<file path="src/rtl/multicycle_ctrl.sv">
// ---------------------------------------------------------------------------
// multicycle_ctrl
//   Control sequencer for the multi-cycle MIPS datapath. Walks each
//   instruction through FETCH/DECODE/EXEC/MEM/WB, decoding op/func from the
//   IR, and drives every datapath enable and mux select. Memory accesses wait
//   on mem_ready, with an optional timeout that raises a sticky bus error.
//
// Ports
//   clk        in   system clock, rising edge
//   reset_n    in   asynchronous active-low reset
//   op, func   in   instruction[31:26] and instruction[5:0] from the IR
//   zero       in   ALU zero flag (beq condition)
//   mem_ready  in   memory completes the current access this cycle
//   mem_req    out  memory access request (FETCH / MEM)
//   memwrite   out  store strobe, qualified by mem_req
//   irwrite    out  load IR
//   pcwrite    out  update PC
//   pcsrc      out  next PC: 00 pc+4, 01 branch, 10 jump, 11 rs
//   regwrite   out  GPR write enable
//   regdst     out  destination: 00 rt, 01 rd, 10 $31
//   memtoreg   out  writeback data: 00 ALUOut, 01 MDR, 10 PC
//   alusrc     out  ALU B: 0 register, 1 extended immediate
//   aluop      out  00 add, 01 sub, 10 or, 11 pass-B
//   extop      out  00 zero, 01 sign, 10 lui
//   illegal    out  sticky: undecodable instruction seen
//   bus_err    out  sticky: memory timeout seen
//   state      out  current state (debug)
// ---------------------------------------------------------------------------
module multicycle_ctrl #(
    parameter int MEM_TIMEOUT = 0,
    parameter int CNT_W       = 8
) (
    input  logic       clk,
    input  logic       reset_n,
    input  logic [5:0] op,
    input  logic [5:0] func,
    input  logic       zero,
    input  logic       mem_ready,
    output logic       mem_req,
    output logic       memwrite,
    output logic       irwrite,
    output logic       pcwrite,
    output logic [1:0] pcsrc,
    output logic       regwrite,
    output logic [1:0] regdst,
    output logic [1:0] memtoreg,
    output logic       alusrc,
    output logic [1:0] aluop,
    output logic [1:0] extop,
    output logic       illegal,
    output logic       bus_err,
    output logic [2:0] state
);

    typedef enum logic [2:0] {
        S_FETCH  = 3'd0,
        S_DECODE = 3'd1,
        S_EXEC   = 3'd2,
        S_MEM    = 3'd3,
        S_WB     = 3'd4
    } state_t;

    localparam logic [5:0] OP_RTYPE = 6'b000000;
    localparam logic [5:0] OP_ORI   = 6'b001101;
    localparam logic [5:0] OP_LUI   = 6'b001111;
    localparam logic [5:0] OP_LW    = 6'b100011;
    localparam logic [5:0] OP_SW    = 6'b101011;
    localparam logic [5:0] OP_BEQ   = 6'b000100;
    localparam logic [5:0] OP_J     = 6'b000010;
    localparam logic [5:0] OP_JAL   = 6'b000011;
    localparam logic [5:0] FN_ADDU  = 6'b100001;
    localparam logic [5:0] FN_SUBU  = 6'b100011;
    localparam logic [5:0] FN_JR    = 6'b001000;

    state_t           state_reg, state_next;
    logic [CNT_W-1:0] cnt_reg, cnt_next;
    logic             illegal_reg, illegal_next;
    logic             bus_err_reg, bus_err_next;
    logic             timeout;

    // Instruction decode; the IR is stable for the whole instruction.
    logic is_rtype, is_addu, is_subu, is_jr, is_ori, is_lui;
    logic is_lw, is_sw, is_beq, is_j, is_jal, is_legal;

    assign is_rtype = (op == OP_RTYPE);
    assign is_addu  = is_rtype && (func == FN_ADDU);
    assign is_subu  = is_rtype && (func == FN_SUBU);
    assign is_jr    = is_rtype && (func == FN_JR);
    assign is_ori   = (op == OP_ORI);
    assign is_lui   = (op == OP_LUI);
    assign is_lw    = (op == OP_LW);
    assign is_sw    = (op == OP_SW);
    assign is_beq   = (op == OP_BEQ);
    assign is_j     = (op == OP_J);
    assign is_jal   = (op == OP_JAL);
    assign is_legal = is_addu | is_subu | is_jr | is_ori | is_lui |
                      is_lw | is_sw | is_beq | is_j | is_jal;

    // The counter holds the number of cycles already spent waiting, so the
    // access is abandoned on the cycle after MEM_TIMEOUT unanswered cycles.
    generate
        if (MEM_TIMEOUT > 0) begin : g_timeout
            assign timeout = ((state_reg == S_FETCH) || (state_reg == S_MEM)) &&
                             !mem_ready && (cnt_reg == CNT_W'(MEM_TIMEOUT));
        end else begin : g_no_timeout
            assign timeout = 1'b0;
        end
    endgenerate

    always_ff @(posedge clk or negedge reset_n) begin
        if (!reset_n) begin
            state_reg   <= S_FETCH;
            cnt_reg     <= '0;
            illegal_reg <= 1'b0;
            bus_err_reg <= 1'b0;
        end else begin
            state_reg   <= state_next;
            cnt_reg     <= cnt_next;
            illegal_reg <= illegal_next;
            bus_err_reg <= bus_err_next;
        end
    end

    always_comb begin
        state_next   = state_reg;
        cnt_next     = '0;
        illegal_next = illegal_reg;
        bus_err_next = bus_err_reg;
        mem_req      = 1'b0;
        memwrite     = 1'b0;
        irwrite      = 1'b0;
        pcwrite      = 1'b0;
        pcsrc        = 2'b00;
        regwrite     = 1'b0;
        regdst       = 2'b00;
        memtoreg     = 2'b00;
        alusrc       = 1'b0;
        aluop        = 2'b00;
        extop        = 2'b00;

        case (state_reg)
            S_FETCH: begin
                mem_req = 1'b1;
                if (mem_ready) begin
                    irwrite    = 1'b1;
                    pcwrite    = 1'b1;
                    state_next = S_DECODE;
                end else if (timeout) begin
                    // Retry the fetch with a fresh wait budget.
                    bus_err_next = 1'b1;
                end else begin
                    cnt_next = cnt_reg + CNT_W'(1);
                end
            end
            S_DECODE: begin
                state_next = S_FETCH;
                if (!is_legal) begin
                    illegal_next = 1'b1;
                end else if (is_j) begin
                    pcwrite = 1'b1;
                    pcsrc   = 2'b10;
                end else if (is_jal) begin
                    // PC was already advanced in FETCH, so it holds pc+4.
                    pcwrite  = 1'b1;
                    pcsrc    = 2'b10;
                    regwrite = 1'b1;
                    regdst   = 2'b10;
                    memtoreg = 2'b10;
                end else if (is_jr) begin
                    pcwrite = 1'b1;
                    pcsrc   = 2'b11;
                end else begin
                    state_next = S_EXEC;
                end
            end
            S_EXEC: begin
                state_next = S_FETCH;
                if (is_addu || is_subu) begin
                    aluop      = is_subu ? 2'b01 : 2'b00;
                    state_next = S_WB;
                end else if (is_ori) begin
                    alusrc     = 1'b1;
                    aluop      = 2'b10;
                    state_next = S_WB;
                end else if (is_lui) begin
                    alusrc     = 1'b1;
                    extop      = 2'b10;
                    aluop      = 2'b11;
                    state_next = S_WB;
                end else if (is_lw || is_sw) begin
                    alusrc     = 1'b1;
                    extop      = 2'b01;
                    state_next = S_MEM;
                end else if (is_beq) begin
                    aluop   = 2'b01;
                    pcsrc   = 2'b01;
                    pcwrite = zero;
                end
            end
            S_MEM: begin
                mem_req  = 1'b1;
                // Withdraw the store strobe on the cycle the access is abandoned.
                memwrite = is_sw && !timeout;
                if (mem_ready) begin
                    state_next = is_sw ? S_FETCH : S_WB;
                end else if (timeout) begin
                    bus_err_next = 1'b1;
                    state_next   = S_FETCH;
                end else begin
                    cnt_next = cnt_reg + CNT_W'(1);
                end
            end
            S_WB: begin
                regwrite   = 1'b1;
                regdst     = is_rtype ? 2'b01 : 2'b00;
                memtoreg   = is_lw ? 2'b01 : 2'b00;
                state_next = S_FETCH;
            end
            default: begin
                state_next = S_FETCH;
            end
        endcase

        // Enables must fall the moment reset_n drops, not at the next edge.
        if (!reset_n) begin
            mem_req  = 1'b0;
            memwrite = 1'b0;
            irwrite  = 1'b0;
            pcwrite  = 1'b0;
            pcsrc    = 2'b00;
            regwrite = 1'b0;
            regdst   = 2'b00;
            memtoreg = 2'b00;
            alusrc   = 1'b0;
            aluop    = 2'b00;
            extop    = 2'b00;
        end
    end

    assign illegal = illegal_reg;
    assign bus_err = bus_err_reg;
    assign state   = state_reg;

endmodule

</file>
<file path="config.mk">
export PLATFORM = sky130hd
export DESIGN_NAME = multicycle_ctrl
export DESIGN_NICKNAME = d
export VERILOG_FILES = /design/src/rtl/multicycle_ctrl.sv
export SDC_FILE = /design/constraint.sdc
export NUM_CORES = 1
export LEC_CHECK = 0
export ABC_CLOCK_PERIOD_IN_PS = 4200
export CORE_MARGIN = 2
export CORE_UTILIZATION = 38
export CTS_CLUSTER_DIAMETER = 80
export DETAILED_ROUTE_END_ITERATION = 8
export PLACE_DENSITY = 0.84
export SLEW_MARGIN = 30
export SYNTH_ARGS = -nofsm -noshare
export SYNTH_HDL_FRONTEND = slang
export SYNTH_SLANG_ARGS = --single-unit
</file>
<file path="constraint.sdc">
create_clock -name clk -period 4.2 [get_ports clk]
set_input_delay 0.63 -clock clk [delete_from_list [all_inputs] [get_ports clk]]
set_output_delay 0.63 -clock clk [all_outputs]
set_load 0.005 [all_outputs]
</file>
==> run metrics <==
outcome=complete, no violations; crit path DAT=about 2.7 ns; top layer in use=met4; Clock Path Buffers=2; # IOs=37; final cycle utilization of the critical path=0.793; core area=between 1000 and 1500 um^2; std cell rows=13; Clock Tree Root=clkbuf_4; vias in the first global route=roughly 640; Synth Area per Inst=between 7 and 8 um^2; max reg flops=3; Fin Clk Skew=0.00830 ns; Final ANT Viol Nets=0; placed instance count=about 120; synth unique cells=36; Post-CTS Setup Bufs=0; number of port buffers=35; antenna violations before repair=0; worst-path fanout max=8; Mapped Nets=92; relative slew slack=0.644; drt pass-1 iters=4; GRT Overall Usage=0.193; placed cell areas=about 900 um^2; fin cells=between 100 and 150; Post-Route Utilization=0.681; initial core utilization=0.420; register area=between 100 and 150 um^2; slew at the pin closest to its max-slew limit=approximately 0.53 ns; clock group share of total power=0.337; Die Span Y=between 40 and 50 um; fmax=between 300 and 400 MHz; hold_buf cts=0; first-pass GRT wire length=between 2000 and 3000 um; Crit Path Class=primary input to primary output; Max-Cap Viols=0; Switch Pwr=roughly 0.044 mW; met3 routed WL=~160 um; Slew Limit Fails=0; CP Capture Type=primary output; # nets final=around 130; DP Worst Slack=around 0.87 ns; TNS Setup=0 ns; Multi-input gate area=between 400 and 500 um^2; Final min period=roughly 3.3 ns; DR WL/cell=approximately 13 um; # diodes=0; Clock transition at path regs=about 0.030 ns; top_reg_cell synth=dfrtp_1; die area=between 1500 and 2000 um^2; RePlAce Congestion=between 0.8 and 0.9; gr ovfl total=0; sequential area share after synthesis=0.177; Hold WS=roughly 0.48 ns; Setup Viol. Count Final=0; final WL=~1600 um; RSZ-0062 raised after global routing=false; leakage power=between 0.3 and 0.4 nW; Worst-Skew Late Latency=0.24 ns; worst endpoint required time=roughly 3.6 ns; layout cells sized above 1=0.119; synthesized area=between 500 and 600 um^2; Routed met1 length=697 um; most frequent cells in the layout=clkdlybuf4s50_1, nor3_1, nor2_1; #FFs+latches synth=4; Tot Pwr=0.145 mW; Post-CTS Resized=0; Synth async-reset ratio=1.00; fillers=approximately 120; CP startpoint kind=primary input; sequential power share=0.306; pin count of the biggest net entering global routing=13; Final Hold Fails=0; met2 wire length=around 760 um; htree depth=1; vias post-DR=around 720; Post-DP HPWL=1350 um; worst hold path class=flip-flop to flip-flop; Setup WS post-layout=~0.87 ns; area grow syn2layout=62.3%; die width=~43 um; commonest non-fill, non-tap cell in the layout=clkdlybuf4s50_1; Num CTS Buffers=3; CTS tree=built; cells after synthesis=76; Comb pwr share=0.357; switch share=0.304; DRT iter0 DRCs=12; clock sinks=4; Int Pwr=between 0.1 and 0.15 mW; Post-synth EDFFs=0; post-route cell area=between 900 and 1000 um^2; pwr dens=approximately 160 nW/um^2; # DRC=0; maximum VDD drop=around 0.11 mV; Yosys Warn Count=0; post-DR vias/cell=5.77
path summary, 6_finish.rpt:
path | startpoint | end | slack, ns | cells after the start
min reg2reg | illegal | illegal | 0.48 | 1
max reg2reg | state[0] | state[1] | 2.82 | 4
min in group asynchronous | reset_n | state[0] | 0.63 | 1
min | illegal | illegal | 0.48 | 1
max | op[2] | aluop[0] | 0.87 | 6
max in group asynchronous | reset_n | illegal | 3.34 | 1
worst max-delay path: stages:
cell and delay [ns]:
clkdlybuf4s50_1 0.65, nand3_1 0.12, nor3_1 0.43, a22oi_1 0.19, nor3_1 0.16, clkdlybuf4s50_1 0.52
final cells by class:
| class | instances | share of cell area |
|---|---|---|
| clock buffer | 3 | 0.0245 |
| multi-input combinational | 63 | 0.449 |
| sequential | 4 | 0.109 |
| tap | 15 | 0.0204 |
| inverter | 4 | 0.0163 |
| timing repair buffer | 35 | 0.381 |
cell usage after synthesis, drive strengths merged, types with 2 or more instances:
master / number / area, um^2
nand3: 2 / 10.0
nand2b: 3 / 26.3
inv: 4 / 15.0
nor2: 7 / 26.3
nor4: 2 / 12.5
nor3: 11 / 71.3
nand4: 2 / 12.5
a41o: 2 / 20.0
buf: 5 / 38.8
o21ai: 4 / 20.0
and3: 4 / 26.3
dfrtp: 4 / 100
a211oi: 3 / 22.5
a22oi: 2 / 15.0
nand2: 4 / 15.0
or3: 3 / 25.0
and2: 2 / 12.5
a31o: 2 / 17.5
power groups by stage:
stage / clock, mW / sequential (mW) / combinational, mW
2_1_floorplan: 0 / 0.0425 / 0.0260
3_3_place_gp: 0 / 0.0447 / 0.0512
3_5_place_dp: 0 / 0.0448 / 0.0512
4_1_cts: 0.0509 / 0.0443 / 0.0514
5_1_grt: 0.0553 / 0.0449 / 0.0564
6_report: 0.0487 / 0.0443 / 0.0516
metal layers:
metal / up-vias / track usage
li1: 357 / -
met1: 320 / 0.235
met2: 36 / 0.285
met3: 2 / 0.0905
met4: 0 / 0.0875
met5: - / 0
logic make-up after synthesis:
kind of cell           count (synthesis)  synth area share
AOI/OAI and AO/OA                     18             0.245
buffers and inverters                  9            0.0949
DFF                                    4             0.177
other                                  1           0.00662
and+or+nand+nor                       44             0.477
No activity file was read; power rests on OpenSTA's default activity.
